`src/rtl/galaga_pkg.sv`:
```
// Shared definitions for the player-side game blocks.
//   Screen bounds, sprite sizes and the state encodings used by the
//   missile controller and its per-slot tracker.
package galaga_pkg;

  localparam int unsigned ScrMinX    = 0;
  localparam int unsigned ScrMaxX    = 639;
  localparam int unsigned ScrMinY    = 0;
  localparam int unsigned ScrMaxY    = 479;

  localparam int unsigned MissileHgt = 8;
  localparam int unsigned ShipHgt    = 16;

  typedef enum logic {
    IDLE = 1'b0,
    FLY  = 1'b1
  } missile_state_e;

  typedef enum logic {
    READY    = 1'b0,
    COOLDOWN = 1'b1
  } fire_state_e;

endpackage

```
`src/rtl/pc_missile_slot.sv`:
```
// One missile slot: latches its spawn position and climbs StepY pixels per
// frame until it is hit or would leave the top of the playfield.
//   frame_clk_i / reset_i : frame clock, synchronous active-high reset
//   spawn_i, spawn_x_i/y_i : launch request and start position (taken only when IDLE)
//   hit_i                  : collision kill, ignored when IDLE
//   active_o, x_o, y_o     : slot in flight and its current position
//
// state | meaning
// IDLE  | slot free, x/y hold their last value
// FLY   | missile in flight, y steps up once per frame
module pc_missile_slot
  import galaga_pkg::*;
#(
  parameter int unsigned StepY = 4,
  parameter int unsigned MinY  = 0
) (
  input  logic       frame_clk_i,
  input  logic       reset_i,
  input  logic       spawn_i,
  input  logic [9:0] spawn_x_i,
  input  logic [9:0] spawn_y_i,
  input  logic       hit_i,
  output logic       active_o,
  output logic [9:0] x_o,
  output logic [9:0] y_o
);

  localparam logic [9:0] StepV  = 10'(StepY);
  // Below this the next step would cross MinY (or wrap), so the missile retires instead.
  localparam logic [9:0] FloorV = 10'(MinY + StepY);

  missile_state_e state;

  always_ff @(posedge frame_clk_i) begin
    if (reset_i) begin
      state <= IDLE;
      x_o   <= '0;
      y_o   <= '0;
    end else if (state == IDLE) begin
      if (spawn_i) begin
        state <= FLY;
        x_o   <= spawn_x_i;
        y_o   <= spawn_y_i;
      end
    end else begin
      if (hit_i || (y_o < FloorV)) begin
        state <= IDLE;
      end else begin
        y_o <= y_o - StepV;
      end
    end
  end

  assign active_o = (state == FLY);

endmodule

```
`src/rtl/pc_missile_ctrl.sv`:
```
// Player missile scheduler: turns fire presses into rate-limited launches,
// places each launch in the lowest free slot and steps all slots per frame.
//   frame_clk_i, reset_i       : frame clock, synchronous active-high reset
//   fire_i                     : fire button level
//   ship_xpos_i/ypos_i/size_i  : ship position and width
//   hit_i[NumSlots]            : per-slot collision kill
//   msl_active_o/xpos_o/ypos_o : slot status and packed 10-bit positions
//   launch_o                   : one-frame pulse per accepted launch
//
// state    | meaning
// READY    | a fire press with a free slot launches
// COOLDOWN | presses dropped while cool_cnt counts down to 0
module pc_missile_ctrl
  import galaga_pkg::*;
#(
  parameter int unsigned NumSlots = 2,
  parameter int unsigned StepY    = 4,
  parameter int unsigned Cooldown = 8,
  parameter int unsigned MissileH = MissileHgt,
  parameter int unsigned MinY     = ScrMinY
) (
  input  logic                     frame_clk_i,
  input  logic                     reset_i,
  input  logic                     fire_i,
  input  logic [9:0]               ship_xpos_i,
  input  logic [9:0]               ship_ypos_i,
  input  logic [9:0]               ship_size_i,
  input  logic [NumSlots-1:0]      hit_i,
  output logic [NumSlots-1:0]      msl_active_o,
  output logic [NumSlots*10-1:0]   msl_xpos_o,
  output logic [NumSlots*10-1:0]   msl_ypos_o,
  output logic                     launch_o
);

  localparam int unsigned CntW = (Cooldown > 1) ? $clog2(Cooldown) : 1;

  logic                fire_q;
  fire_state_e         fire_state;
  logic [CntW-1:0]     cool_cnt;
  logic                fire_rise;
  logic                launch;
  logic [NumSlots-1:0] free_slots;
  logic [NumSlots-1:0] spawn;
  logic [9:0]          spawn_x;
  logic [9:0]          spawn_y;

  assign fire_rise  = fire_i & ~fire_q;
  // Free mask uses registered status, so a slot retiring this frame is not reused until next frame.
  assign free_slots = ~msl_active_o;
  assign launch     = fire_rise && (fire_state == READY) && (|free_slots);
  // Isolate the lowest set bit: lowest-index free slot.
  assign spawn      = launch ? (free_slots & (~free_slots + NumSlots'(1))) : '0;
  assign spawn_x    = ship_xpos_i + {1'b0, ship_size_i[9:1]} - 10'd1;
  assign spawn_y    = ship_ypos_i - 10'(MissileH);

  always_ff @(posedge frame_clk_i) begin
    if (reset_i) begin
      fire_q     <= 1'b0;
      fire_state <= READY;
      cool_cnt   <= '0;
      launch_o   <= 1'b0;
    end else begin
      fire_q   <= fire_i;
      launch_o <= launch;
      if (fire_state == READY) begin
        if (launch) begin
          cool_cnt   <= CntW'(Cooldown - 1);
          fire_state <= COOLDOWN;
        end
      end else begin
        if (cool_cnt == '0) begin
          fire_state <= READY;
        end else begin
          cool_cnt <= cool_cnt - 1'b1;
        end
      end
    end
  end

  for (genvar k = 0; k < NumSlots; k++) begin : g_slot
    pc_missile_slot #(
      .StepY (StepY),
      .MinY  (MinY)
    ) u_slot (
      .frame_clk_i (frame_clk_i),
      .reset_i     (reset_i),
      .spawn_i     (spawn[k]),
      .spawn_x_i   (spawn_x),
      .spawn_y_i   (spawn_y),
      .hit_i       (hit_i[k]),
      .active_o    (msl_active_o[k]),
      .x_o         (msl_xpos_o[10*k +: 10]),
      .y_o         (msl_ypos_o[10*k +: 10])
    );
  end

endmodule
```
`config.mk`:
```
export PLATFORM = sky130hd
export DESIGN_NAME = pc_missile_ctrl
export DESIGN_NICKNAME = d
export VERILOG_FILES = /design/src/rtl/galaga_pkg.sv /design/src/rtl/pc_missile_slot.sv /design/src/rtl/pc_missile_ctrl.sv
export SDC_FILE = /design/constraint.sdc
export NUM_CORES = 1
export LEC_CHECK = 0
export ABC_AREA = 1
export CAP_MARGIN = 10
export CELL_PAD_IN_SITES_DETAIL_PLACEMENT = 1
export CELL_PAD_IN_SITES_GLOBAL_PLACEMENT = 1
export CORE_AREA = 2 2 98 100
export DETAILED_ROUTE_END_ITERATION = 12
export DIE_AREA = 0 0 100 102
export PLACE_DENSITY_LB_ADDON = 0.1
export SLEW_MARGIN = 20
export SYNTH_ARGS = -nofsm -noshare
export SYNTH_HDL_FRONTEND = slang
export SYNTH_SLANG_ARGS = --single-unit
```
`constraint.sdc`:
```
create_clock -name frame_clk_i -period 2.8 [get_ports frame_clk_i]
set_input_delay 0.56 -clock frame_clk_i [delete_from_list [all_inputs] [get_ports frame_clk_i]]
set_output_delay 0.56 -clock frame_clk_i [all_outputs]
set_load 0.1 [all_outputs]
```
==> metrics <==
PostCTS Resize Cnt 0; run status completed; fin nets around 580; CTS sink count 48; Post-Synthesis Cell Area 0.00304 mm^2; CP required approximately 3.0 ns; area of the multi-input gates between 0.0015 and 0.002 mm^2; Finish-stage setup viols 0; maximum clock rate 417 MHz; DIE WIDTH ~100 um; share of the synthesized area in the top cell type 31.6%; Slew Limit Fails 0; initial antenna violation count 0; Setup TNS Final 0 ns; Vias 3091; Sw Pwr 0.942 mW; first-pass GRT wire length 14500 um; Max Cap Violations 0; largest net degree at the start of global routing 21; Logic pwr share a little over two fifths; gpl congestion approximately 0.8; Syn Nets ~500; power per cell area roughly 550 mW/mm^2; Sequential Area about 960 um^2; layout cells sized above 1 between 10% and 20%; Hold-fix buffers, CTS 0; Final period util between 80 and 90%; number of synthesized register bits 48; core area about 0.0091 mm^2; crit-path max FO 3; clk buf depth 2; clock skew slightly below 0.007 ns; CP Class in -> reg; layer with the highest usage met2; insertion delay to the later sink of the worst-skew pair 0.30 ns; DIE AREA slightly above 0.01 mm^2; total gr overflow 0; Synth cell types 34; Hold WS between 0.4 and 0.5 ns; clock share of power between 20% and 30%; post-DR vias/cell roughly 5; Worst VDD drop about 0.21 mV; DP Area about 0.0038 mm^2; worst hold path endpoint cool_cnt[0]; routed len/inst about 14 um; CTS root buf clkbuf_8; worst r2r path cells 7; Area Overhead vs Synth 27.4%; sw frac roughly 44%; Yosys warnings 0; post-layout util between 40% and 50%; Syn Area/Cell 6.81 um^2; port bufs 76; IO Pins 78; GR Util met2 between 30% and 40%; Tot GR Track Use 17.7%; CTS Buf Count 5; met3 usage in global routing about 2.3%; remaining antenna violation count 0; DR pass1 iterations 4; Tot Pwr about 2.1 mW; fillers between 1k and 1.5k; DP Wirelength 6700 um; Slew headroom 59.5%; clk slew on worst S/H paths 0.09 ns; vias in the first global route approximately 3.1k; drt drc 0; CTS tree built; CP Launch Type primary input; Reg-to-Reg End g_slot[1].u_slot.y_o[3]; Sequential Power Share 36.8%; Final Hold Violating Endpoints 0; total wire length around 8600 um; Reg2Reg Setup Slack between 0.9 and 1 ns; Tightest Hold Check Type reg -> reg; CP arrival ~2.6 ns; Crit. End Element register; routing usage on met1 between 20% and 30%; Die Ht between 100 and 150 um; RSZ-0062 raised after global routing no; Post-CTS Setup Repair Bufs 0; sequential-to-total area share from yosys stat between 30% and 40%; hold depth 1; final worst path period need 2.40 ns; post-synth top area cell dfxtp_1; Least-Margin Pin Slew roughly 0.6 ns; DR iter-0 viols 33; Hold Crit Start cool_cnt[0]; Cells after Synth roughly 450; Area contributors post-synth dfxtp_1 32%, nand3_1 9.4%, inv_1 9.4%, ha_1 9.1%, nand2_1 8.3%; Initial Util 33.4%; diode count 0; r2r startpoint g_slot[1].u_slot.active_o; Cell Rows 35; post-route cell area between 0.003 and 0.004 mm^2; leak pwr about 2 nW; P_int 1.20 mW; H-tree depth 2
critical path, stage by stage:
cell	delay, ns
clkdlybuf4s50_1	0.45
inv_1	0.04
ha_1	0.27
inv_1	0.04
ha_1	0.21
fa_1	0.42
nand3_1	0.10
nand2_1	0.10
nand2_1	0.11
nand2_1	0.06
nand2_1	0.07
nand3_1	0.07
nand2_1	0.07
inv_1	0.04
synthesized netlist by cell type (all sizes together):
cell and number:
inv 80, xnor2 2, nand2 70, nand4 8, fa 1, clkinv 1, a31oi 2, or2 4
nand2b 1, clkbuf 5, a21oi 18, o21ai 33, nand3b 6, nand3 58, o21a 8, ha 22
dfxtp 48, xor2 4, buf 8, a21o 2, o211ai 1, o21bai 2, nor2 62
cells by family (layout without fill, tap and decap cells):
group           count (synthesis)  in the layout  share of synthesized area, %
flops                          48             48                          31.6
simple gates                  209            209                          31.2
buf+inv                        94            170                          12.9
compound gates                 66             66                          12.8
xor+xnor                        6              6                          1.73
fa+ha+maj                      23             23                          9.72
placed cells by master, fill, tap and decap left out, types with 3 or more instances in the layout:
cell / n
buf_4: 48
clkdlybuf4s50_1: 33
ha_1: 22
o21ai_0: 31
xor2_1: 4
inv_1: 76
dfxtp_1: 48
nand2_1: 67
o21a_1: 8
nand4_1: 8
inv_2: 3
nand3_1: 57
nand3b_1: 6
nor2_1: 58
a21oi_1: 18
clkbuf_8: 6
layer usage:
layer  routed length (um)  vias up
met5                    0        -
met4                  171        0
met3                  286       17
met2                 4430       69
met1                 3710     1425
li1                     -     1580
registers in the layout, indices dropped and copies added, names as in the netlist:
register,flops
cool_cnt,3
fire_q,1
fire_state,1
g_slot.u_slot.active_o,2
g_slot.u_slot.x_o,20
g_slot.u_slot.y_o,20
launch_o,1
how the worst max path moves through the flow:
stage	cells past startpoint	to	start	slack (ns)
after floorplan	9	g_slot[1].u_slot.y_o[2]	g_slot[1].u_slot.y_o[2]	0.60
after global placement	14	g_slot[1].u_slot.x_o[9]	ship_xpos_i[1]	0.08
after detailed placement	14	g_slot[0].u_slot.x_o[9]	ship_size_i[2]	0.05
after CTS	14	g_slot[0].u_slot.x_o[9]	ship_size_i[2]	0.38
after global routing	14	g_slot[1].u_slot.x_o[9]	ship_size_i[2]	0.24
final	14	g_slot[0].u_slot.x_o[9]	ship_xpos_i[1]	0.40
power groups by stage:
stage               logic [mW]  registers [mW]  clock network, mW
global route             0.999           0.798              0.494
global placement         0.902           0.803                  0
floorplan                0.372            1.12                  0
CTS                      0.923           0.790              0.464
finish                   0.913           0.789              0.440
detailed placement       0.919           0.805                  0
metrics by stage:
step | cells | worst slack, ns
finish | 633 | 0.402
global route | 633 | 0.236
CTS | 633 | 0.380
detailed placement | 625 | 0.0529
global placement | 625 | 0.0815
floorplan | 446 | 0.604
cell type report:
type	instances	area share, %
Inverter	81	7.92
Timing Repair Buffer	81	17.8
Clock buffer	8	2.33
Sequential cell	48	24.8
Multi-Input combinational cell	304	43.5
Tap cell	111	3.59
Power figures use the tool's default switching activity.
